[src/rtl/bioz_pll_pkg.sv]
// Purpose : shared types and default constants for the BioZ PLL lock detector.
// Latency : n/a (package only).
// Backpressure: n/a (package only).
package bioz_pll_pkg;

  typedef enum logic [1:0] {
    IDLE = 2'd0,
    SYNC = 2'd1,
    MEAS = 2'd2
  } state_t;

  // 32 MHz VCO / 500 kHz reference = 64 cycles per reference period at lock.
  localparam int DEF_N_TARGET   = 64;
  localparam int DEF_TOL        = 2;
  localparam int DEF_LOCK_CNT   = 4;
  localparam int DEF_UNLOCK_CNT = 2;
  localparam int DEF_CNT_W      = 8;

  // Width needed to hold the larger of the two run-length thresholds.
  function automatic int run_w(input int a, input int b);
    return $clog2(((a > b) ? a : b) + 1);
  endfunction

endpackage

[src/rtl/bioz_pll_lock_det_if.sv]
// Purpose : reference/enable inputs and measurement/status outputs of the lock detector.
// Latency : n/a (wiring only).
// Backpressure: none; outputs are level/pulse status, no handshake.
// Ports   : Fref, En (master -> detector); Meas, Meas_valid, Locked, Ref_lost (detector -> master).
interface bioz_pll_lock_det_if
  import bioz_pll_pkg::*;
#(
  parameter int CNT_W = DEF_CNT_W
);

  logic             Fref;
  logic             En;
  logic [CNT_W-1:0] Meas;
  logic             Meas_valid;
  logic             Locked;
  logic             Ref_lost;

  modport master (
    output Fref, En,
    input  Meas, Meas_valid, Locked, Ref_lost
  );

  modport slave (
    input  Fref, En,
    output Meas, Meas_valid, Locked, Ref_lost
  );

endinterface

[src/rtl/bioz_pll_ref_sync.sv]
// Purpose : brings the asynchronous reference into the Fin domain and flags its rising edge.
// Latency : Fref rise to ref_edge high is 2-3 Fin cycles depending on phase.
// Backpressure: none; ref_edge is a single-cycle pulse.
// Ports   : Fin (clock), Resetn (async active-low), Fref (async in), ref_edge (1-cycle pulse out).
module bioz_pll_ref_sync
  import bioz_pll_pkg::*;
(
  input  logic Fin,
  input  logic Resetn,
  input  logic Fref,
  output logic ref_edge
);

  logic s1, s2, s3;

  // Runs independently of the detector enable so the edge history is always valid.
  always_ff @(posedge Fin or negedge Resetn) begin
    if (!Resetn) begin
      s1 <= 1'b0;
      s2 <= 1'b0;
      s3 <= 1'b0;
    end else begin
      s1 <= Fref;
      s2 <= s1;
      s3 <= s2;
    end
  end

  assign ref_edge = s2 & ~s3;

endmodule

[src/rtl/bioz_pll_lock_det.sv]
// Purpose : measures the Fref period in Fin cycles and declares lock / reference loss.
// Latency : status outputs update on the Fin edge after the internal ref_edge cycle.
// Backpressure: none; Meas_valid is a one-cycle pulse, other outputs are levels.
// Ports   : Fin (VCO clock), Resetn (async active-low), bus (slave: Fref, En in;
//           Meas, Meas_valid, Locked, Ref_lost out).
module bioz_pll_lock_det
  import bioz_pll_pkg::*;
#(
  parameter int N_TARGET   = DEF_N_TARGET,
  parameter int TOL        = DEF_TOL,
  parameter int LOCK_CNT   = DEF_LOCK_CNT,
  parameter int UNLOCK_CNT = DEF_UNLOCK_CNT,
  parameter int CNT_W      = DEF_CNT_W
) (
  input  logic                Fin,
  input  logic                Resetn,
  bioz_pll_lock_det_if.slave  bus
);

  localparam int RUN_W = run_w(LOCK_CNT, UNLOCK_CNT);

  localparam logic [CNT_W-1:0]        CNT_MAX  = '1;
  localparam logic [CNT_W-1:0]        CNT_ONE  = CNT_W'(1);
  localparam logic signed [CNT_W:0]   TARGET_S = (CNT_W+1)'(N_TARGET);
  localparam logic signed [CNT_W:0]   TOL_S    = (CNT_W+1)'(TOL);
  localparam logic [RUN_W-1:0]        LOCK_V   = RUN_W'(LOCK_CNT);
  localparam logic [RUN_W-1:0]        UNLOCK_V = RUN_W'(UNLOCK_CNT);
  localparam logic [RUN_W-1:0]        RUN_ONE  = RUN_W'(1);

  logic ref_edge;

  bioz_pll_ref_sync u_ref_sync (
    .Fin      (Fin),
    .Resetn   (Resetn),
    .Fref     (bus.Fref),
    .ref_edge (ref_edge)
  );

  state_t             state;
  logic [CNT_W-1:0]   cnt;
  logic [RUN_W-1:0]   good_run, bad_run;
  logic [RUN_W-1:0]   good_nxt, bad_nxt;
  logic [CNT_W-1:0]   meas_q;
  logic               meas_vld_q, locked_q, ref_lost_q;
  logic signed [CNT_W:0] diff;
  logic               period_good;

  // One extra bit keeps cnt - N_TARGET from wrapping when cnt is small.
  always_comb begin
    diff        = $signed({1'b0, cnt}) - TARGET_S;
    period_good = (diff <= TOL_S) && (diff >= -TOL_S);
    good_nxt    = (good_run == LOCK_V)   ? good_run : good_run + RUN_ONE;
    bad_nxt     = (bad_run  == UNLOCK_V) ? bad_run  : bad_run  + RUN_ONE;
  end

  always_ff @(posedge Fin or negedge Resetn) begin
    if (!Resetn) begin
      state      <= IDLE;
      cnt        <= '0;
      good_run   <= '0;
      bad_run    <= '0;
      meas_q     <= '0;
      meas_vld_q <= 1'b0;
      locked_q   <= 1'b0;
      ref_lost_q <= 1'b0;
    end else begin
      meas_vld_q <= 1'b0;
      if (!bus.En) begin
        // Disable wins over any coincident edge or saturation; Meas is kept.
        state      <= IDLE;
        cnt        <= '0;
        good_run   <= '0;
        bad_run    <= '0;
        locked_q   <= 1'b0;
        ref_lost_q <= 1'b0;
      end else begin
        unique case (state)
          IDLE: state <= SYNC;
          SYNC: begin
            // First edge only opens a period; nothing to report yet.
            if (ref_edge) begin
              cnt   <= CNT_ONE;
              state <= MEAS;
            end
          end
          MEAS: begin
            if (ref_edge) begin
              // An edge on the saturation cycle still counts as a real period.
              meas_q     <= cnt;
              meas_vld_q <= 1'b1;
              cnt        <= CNT_ONE;
              ref_lost_q <= 1'b0;
              if (period_good) begin
                good_run <= good_nxt;
                bad_run  <= '0;
                if (good_nxt == LOCK_V) locked_q <= 1'b1;
              end else begin
                bad_run  <= bad_nxt;
                good_run <= '0;
                if (bad_nxt == UNLOCK_V) locked_q <= 1'b0;
              end
            end else if (cnt == CNT_MAX) begin
              ref_lost_q <= 1'b1;
              locked_q   <= 1'b0;
              good_run   <= '0;
              bad_run    <= '0;
              cnt        <= '0;
              state      <= SYNC;
            end else begin
              cnt <= cnt + CNT_ONE;
            end
          end
          default: state <= IDLE;
        endcase
      end
    end
  end

  assign bus.Meas       = meas_q;
  assign bus.Meas_valid = meas_vld_q;
  assign bus.Locked     = locked_q;
  assign bus.Ref_lost   = ref_lost_q;

endmodule

[src/flat_wrapper.sv]
// flat-port wrapper written by rule: the top's interface ports become plain ports
module bioz_pll_lock_det_flat import bioz_pll_pkg::*;
#(
  parameter int N_TARGET   = DEF_N_TARGET,
  parameter int TOL        = DEF_TOL,
  parameter int LOCK_CNT   = DEF_LOCK_CNT,
  parameter int UNLOCK_CNT = DEF_UNLOCK_CNT,
  parameter int CNT_W      = DEF_CNT_W
)
  (Fin, Resetn, bus_Fref, bus_En, bus_Meas, bus_Meas_valid, bus_Locked, bus_Ref_lost);
  bioz_pll_lock_det_if #(.CNT_W(CNT_W)) bus_i ();
  input  logic Fin;
  input  logic Resetn;
  input wire logic [$bits(bus_i.Fref)-1:0] bus_Fref;
  input wire logic [$bits(bus_i.En)-1:0] bus_En;
  output wire logic [$bits(bus_i.Meas)-1:0] bus_Meas;
  output wire logic [$bits(bus_i.Meas_valid)-1:0] bus_Meas_valid;
  output wire logic [$bits(bus_i.Locked)-1:0] bus_Locked;
  output wire logic [$bits(bus_i.Ref_lost)-1:0] bus_Ref_lost;
  assign bus_i.Fref = bus_Fref;
  assign bus_i.En = bus_En;
  assign bus_Meas = bus_i.Meas;
  assign bus_Meas_valid = bus_i.Meas_valid;
  assign bus_Locked = bus_i.Locked;
  assign bus_Ref_lost = bus_i.Ref_lost;
  bioz_pll_lock_det #(.N_TARGET(N_TARGET), .TOL(TOL), .LOCK_CNT(LOCK_CNT), .UNLOCK_CNT(UNLOCK_CNT), .CNT_W(CNT_W)) u_core (.Fin(Fin), .Resetn(Resetn), .bus(bus_i));
endmodule
[config.mk]
export PLATFORM = sky130hd
export DESIGN_NAME = bioz_pll_lock_det_flat
export DESIGN_NICKNAME = d
export VERILOG_FILES = /design/src/rtl/bioz_pll_pkg.sv /design/src/rtl/bioz_pll_lock_det_if.sv /design/src/rtl/bioz_pll_ref_sync.sv /design/src/rtl/bioz_pll_lock_det.sv /design/src/flat_wrapper.sv
export SDC_FILE = /design/constraint.sdc
export NUM_CORES = 1
export LEC_CHECK = 0
export ABC_AREA = 1
export ABC_CLOCK_PERIOD_IN_PS = 4700
export BUFFER_PORTS_ARGS = -buffer_cell sky130_fd_sc_hd__clkbuf_2
export CORE_ASPECT_RATIO = 0.75
export CORE_MARGIN = 2
export CORE_UTILIZATION = 35
export CTS_BUF_LIST = sky130_fd_sc_hd__clkbuf_8
export DETAILED_ROUTE_END_ITERATION = 8
export GPL_TIMING_DRIVEN = 0
export PLACE_DENSITY = 0.51
export SLEW_MARGIN = 15
export SYNTH_ARGS = -nofsm -noshare
export SYNTH_HDL_FRONTEND = slang
export SYNTH_SLANG_ARGS = --single-unit
[constraint.sdc]
create_clock -name Fin -period 4.7 [get_ports Fin]
set_clock_uncertainty 0.15 [all_clocks]
set_input_delay 0.705 -clock Fin [delete_from_list [all_inputs] [get_ports Fin]]
set_output_delay 0.705 -clock Fin [all_outputs]
set_load 0.05 [all_outputs]
After elaboration in Yosys (flattened, before gate mapping)
Cells that the tools add are included.
{"block": "op_classes", "addsub": 4, "n_lt_le_gt_ge": 2, "eq_ne": 15, "muxes": 35, "bitwise_logic": 2, "n_reduce_logical": 7}
{"cell": "$mux 3", "count": 11}
{"cell": "$mux 8", "count": 4}
{"cell": "$pmux 8 s2", "count": 1}
{"cell": "$mux 1", "count": 14}
{"cell": "$ge 9x2->1 const B", "count": 1}
{"cell": "$le 9x3->1 const B", "count": 1}
{"cell": "$sub 8x7->9 const B", "count": 1}
{"cell": "$add 8x1->8 const B", "count": 1}
{"cell": "$eq 8x8->1 const B", "count": 1}
{"cell": "$mux 2", "count": 4}
{"cell": "$ne 4x4->1 const B", "count": 2}
{"cell": "$add 3x1->3 const B", "count": 2}
{"cell": "$eq 3x2->1 const B", "count": 2}
{"cell": "$eq 3x3->1 const B", "count": 2}
{"cell": "$ne 3x1->1 const B", "count": 2}
{"cell": "$ne 3x2->1 const B", "count": 2}
{"cell": "$pmux 2 s3", "count": 1}
{"cell": "$reduce_and 3->1", "count": 2}
{"cell": "$reduce_and 2->1", "count": 2}
{"cell": "$reduce_and 4->1", "count": 1}
{"cell": "$ne 3x3->1 const B", "count": 1}
{"cell": "$eq 2x1->1 const B", "count": 1}
{"cell": "$eq 2x2->1 const B", "count": 1}
{"cell": "$logic_not 2->1", "count": 1}
{"cell": "other kinds (4)", "count": 4}
{"block": "word_totals", "reg_bits": 30, "input_bits": 4, "output_inout_bits": 11, "word_cells": 76}

Depth between registers and ports, before layout
{"block": "depth", "word_depth": 8, "ltp_mapped": 11, "ltp_nobuf": 11}

By module
Synthesis repeated with hierarchy kept, for this count alone.
{"block": "unflattened", "hier_cells": 198, "area_unflattened_um2": 1592.8}
{"module": "bioz_pll_lock_det", "n_inst": 1, "cells_per_inst": 193, "area_per_inst_um2": 1507.7, "seq_area_each_um2": 675.6}
{"module": "bioz_pll_ref_sync", "n_inst": 1, "cells_per_inst": 5, "area_per_inst_um2": 85.1, "seq_area_each_um2": 75.1}

Worst setup path before layout
No wires, ideal clock.
{"block": "synth_timing", "path_type": "reg-to-reg", "startpoint": "register u_core.cnt[6]", "endpoint": "register u_core.locked_q (netlist: u_core.bus.Locked)", "setup_ps": 66, "arrival_time_ps": 1421, "required_time_ps": 4484, "setup_slack_ps": 3064, "stages_incl_launch_ff": 12, "synth_period_minus_slack_ps": 1636, "cell_sequence": "dfrtp_1 inv_1 ha_1 nand2_1 inv_1 nand3_1 nor2_1 nor2_1 nand3_1 nand3_1 nand2_1 nand2_1"}
{"block": "synth_between", "elab_chain_cells": 7, "word_cells_on_any_way": 13, "classes_between": "add/sub: 1; order compare: 2; eq/ne: 4; mux: 4; reduce/logical: 2"}
{"item": "start: declaration", "line_no": "bioz_pll_lock_det.sv:40", "source": "logic [CNT_W-1:0] cnt;"}
{"item": "start signal: assignment", "line_no": "bioz_pll_lock_det.sv:110", "source": "cnt <= cnt + CNT_ONE;"}
{"item": "$sub 8x7->9", "line_no": "bioz_pll_lock_det.sv:50", "source": "diff = $signed({1'b0, cnt}) - TARGET_S;"}
{"item": "$le 9x3->1 / $ge 9x2->1 (equally long branches)", "line_no": "bioz_pll_lock_det.sv:51", "source": "period_good = (diff <= TOL_S) && (diff >= -TOL_S);"}
{"item": "$logic_and 1x1->1", "line_no": "bioz_pll_lock_det.sv:51"}
{"item": "$mux 1", "line_no": "bioz_pll_lock_det.sv:93", "source": "if (period_good) begin"}
{"item": "$mux 1", "line_no": "bioz_pll_lock_det.sv:87", "source": "if (ref_edge) begin"}
{"item": "$mux 1", "line_no": "bioz_pll_lock_det.sv:77", "source": "unique case (state)"}
{"item": "$mux 1", "line_no": "bioz_pll_lock_det.sv:68", "source": "if (!bus.En) begin"}
{"item": "end signal: assignment", "line_no": "bioz_pll_lock_det.sv:74", "source": "locked_q <= 1'b0;"}
{"item": "end signal: assignment", "line_no": "bioz_pll_lock_det.sv:96", "source": "if (good_nxt == LOCK_V) locked_q <= 1'b1;"}
{"item": "end signal: assignment", "line_no": "bioz_pll_lock_det.sv:100", "source": "if (bad_nxt == UNLOCK_V) locked_q <= 1'b0;"}
{"item": "end: declaration", "line_no": "bioz_pll_lock_det.sv:44", "source": "logic meas_vld_q, locked_q, ref_lost_q;"}
Parallel ways exist; a longest one is shown, timed or not. The select of a mux whose other input is x is not followed.
A chain may end at the register's enable or synchronous reset.

Final worst setup path
{"block": "layout_timing", "startpoint": "register u_core.cnt[6]", "endpoint": "register u_core.good_run[1]"}
{"block": "layout_between", "elab_chain_cells": 7, "word_cells_on_any_way": 11, "classes_between": "add/sub: 1; order compare: 2; eq/ne: 2; mux: 4; reduce/logical: 2"}
{"item": "$sub 8x7->9", "line_no": "bioz_pll_lock_det.sv:50"}
{"item": "$le 9x3->1 / $ge 9x2->1 (equally long branches)", "line_no": "bioz_pll_lock_det.sv:51"}
{"item": "$logic_and 1x1->1", "line_no": "bioz_pll_lock_det.sv:51"}
{"item": "$mux 3", "line_no": "bioz_pll_lock_det.sv:93"}
{"item": "$mux 3", "line_no": "bioz_pll_lock_det.sv:87"}
{"item": "$mux 3", "line_no": "bioz_pll_lock_det.sv:77"}
{"item": "$mux 3", "line_no": "bioz_pll_lock_det.sv:68"}
{"item": "end signal: assignment", "line_no": "bioz_pll_lock_det.sv:94", "source": "good_run <= good_nxt;"}
{"item": "end: declaration", "line_no": "bioz_pll_lock_det.sv:41", "source": "logic [RUN_W-1:0] good_run, bad_run;"}
Parallel ways exist; a longest one is shown, timed or not. The select of a mux whose other input is x is not followed.

==> run metrics <==
status finished, final reports clean; Primary FF master, synth dfrtp_1; reg2reg setup slack 2.81 ns; GRT Overall Usage roughly 13%; Rel. slew slack 49.2%; vias in the first global route approximately 1100; Required @ worst endpoint around 4.8 ns; Root Buffer clkbuf_8; Worst Setup Path Type flop to flop; CTS Buffer Depth 2; final setup TNS 0 ns; worst r2r path cells 10; final core utilization between 40% and 50%; final slew viol count 0; sequential power share 41.4%; Max Clk Rate 0.529 GHz; clock period minus final worst setup slack roughly 1.9 ns; most common cell in the netlist nand2_1; net load switching power around 250 uW; VDD IR max ~0.00022 V; Hold Path Sink u_core.u_ref_sync.s2; first-pass GRT wire length roughly 5600 microns; wire per inst 11.3 microns; unrepaired setup endpoints after global routing no; io pins 15; CP max stage delay approximately 0.43 ns; antenna violations before repair 0; share of the synthesized area in the top cell type between 40% and 50%; fin cells about 270; # setup viols final 0; CP Max Fanout 5; drt drc 0; Multi-input gate area roughly 770 sq um; TritonCTS clock tree built; CTS sink count 30; hold path cells 0; row count 21; crit path capture type flop; final global-route overflow total 0; post-CTS setup buffer count 0; CP arrival 1.94 ns; fill count 437; period utilization between 40% and 50%; Slowest-stage cell, CP dfrtp_1; Core ar. approximately 0.0045 sq mm; CTS clk-pin slew, worst paths 0.06 ns; Syn Area/Cell 8.47 sq um; Worst R2R Start u_core.cnt[6]; area leader, netlist dfrtp_1; Final Hold Viols 0; worst hold path startpoint u_core.u_ref_sync.s1; die area roughly 0.0053 sq mm; Seq. cell area ~750 sq um; antenna viol nets, final 0; Vias/cell around 4.6; Placed Cells roughly 270; Most common cell on crit path nor2_1; Die Ht 63.5 microns; HP Class flop to flop; largest net degree at the start of global routing 31; clock share of power 34.1%; Initial Util around 37%; syn_nets 208; post-cts sizing count 0; placer congestion estimate approximately 0.80; Pre-Repair DR Iteration Count 4; die width around 83 microns; top post-synthesis cells by area dfrtp_1, nand2_1, ha_1; cell area after synthesis 0.00165 sq mm; Cell Chain, Critical Path inv_1 -> ha_1 -> nand2_1 -> inv_1 -> nand3_1 -> nor2_1 -> nor2_1 -> nor2_1 -> nand3b_1 -> o21ai_1; Leakage between 0.9 and 1 nW; Ys Warns 0; switching portion of total power approximately 34%; worst slew pin tran roughly 0.76 ns; Layout Nets around 230; asr flop ratio synth 100%; Worst-Skew Late Latency ~0.28 ns; H-tree depth 2; HPWL Detailed 2350 microns; Comb power frac 24.5%; CTS Hold Buffers Added 0; total number of vias about 1300; overall routed net length roughly 3100 microns; Area Overhead vs Synth 15.0%; Port Buf Inserts 14; layout cells sized above 1 about a fifth; Distinct cells, synth 28; post-synthesis sequential area ratio 45.5%; max_cap viols 0; Cell Pwr Density between 300 and 400 mW/mm^2; Inserted Diodes 0; internal power slightly below 500 uW; TritonCTS Buffers 5; Post-synth EDFFs 0; #FFs+latches synth 30; Synth top cells by count nand2_1, dfrtp_1, inv_1, nor2_1, nand3_1; Iteration-0 DRC Markers 53; r2r endpoint u_core.good_run[1]; type of origin of the critical path flop; gate count of the mapped netlist around 200
-- worst max-delay path, delay by kind of cell, from the launching register on --
family,cells,cell delay [ns]
AND/OR/NAND/NOR,6,0.67
flip-flops,1,0.43
adder cells (fa/ha/maj),1,0.29
buffers and inverters,2,0.19
AO/OA/AOI/OAI,1,0.10
-- power by group through the flow --
stage                     Sequential, mW  Combinational (mW)  Clock (mW)
after CTS                          0.306               0.183       0.257
after detailed placement           0.311               0.183           0
final                              0.306               0.181       0.251
after global placement             0.310               0.183           0
after global routing               0.310               0.196       0.272
after floorplan                    0.394              0.0560           0
-- area by class of cell --
type / count / area share (%)
Multi-Input combinational cell: 132 / 40.3
Sequential cell: 30 / 39.5
Inverter: 31 / 6.13
Tap cell: 57 / 3.75
Timing Repair Buffer: 14 / 3.69
Clock buffer: 5 / 3.62
Clock inverter: 3 / 1.98
Buffer: 2 / 0.988
-- sequential cells by signal, summed over array words and instances (netlist names) --
signal                 flops
u_core.bad_run             3
u_core.bus.Locked          1
u_core.bus.Meas            8
u_core.bus.Meas_valid      1
u_core.bus.Ref_lost        1
u_core.cnt                 8
u_core.good_run            3
u_core.state               2
u_core.u_ref_sync.s1       1
u_core.u_ref_sync.s2       1
u_core.u_ref_sync.s3       1
-- logic make-up after synthesis --
group           after synthesis  share of synthesized area (%)
compound gates               29                           10.4
xor+xnor                      2                           1.06
fa+ha+maj                     9                           6.82
buf+inv                      33                           8.18
flops                        30                           45.5
simple gates                 92                           28.1
-- layout by cell type (no fill, tap or decap), types with 5 or more instances in the layout --
| cell | n |
|---|---|
| clkbuf_2 | 14 |
| o21ai_1 | 5 |
| dfrtp_1 | 30 |
| nand4_1 | 5 |
| inv_2 | 5 |
| clkbuf_8 | 5 |
| nand2_1 | 33 |
| nor2_4 | 5 |
| nor2_1 | 22 |
| nand3_1 | 15 |
| o21ai_0 | 7 |
| a21oi_1 | 12 |
| ha_1 | 9 |
| inv_1 | 27 |
-- worst max-delay path by stage --
stage                        startpoint                  to  slack, ns  depth (start not counted)
after floorplan           u_core.cnt[6]   u_core.bus.Locked       3.06                         11
after global placement           bus_En       u_core.cnt[4]       2.74                          7
after detailed placement         bus_En       u_core.cnt[4]       2.78                          7
after CTS                 u_core.cnt[6]  u_core.good_run[1]       2.83                         10
after global routing      u_core.cnt[6]  u_core.good_run[2]       2.60                         10
final                     u_core.cnt[6]  u_core.good_run[1]       2.81                         10
-- routing by layer --
metal	up-vias	share of wire [%]	GRT usage, %	wire (microns)
met5	-	0	0	0
met4	0	1.1	4.30	34
met3	5	4.9	4.46	151
met2	20	37	17.3	1130
met1	561	57	20.5	1780
li1	667	-	-	-
-- through the flow --
| stage | setup WS [ns] | hold WS, ns | power [mW] | area [sq um] |
|---|---|---|---|---|
| floorplan | 3.06 | 0.181 | 0.450 | 1650 |
| global placement | 2.74 | 0.183 | 0.493 | 1790 |
| detailed placement | 2.78 | 0.186 | 0.494 | 1790 |
| CTS | 2.83 | 0.201 | 0.746 | 1900 |
| global route | 2.60 | 0.206 | 0.778 | 1900 |
| finish | 2.81 | 0.198 | 0.738 | 1900 |
Note: power is estimated with default switching activity, not from simulation.
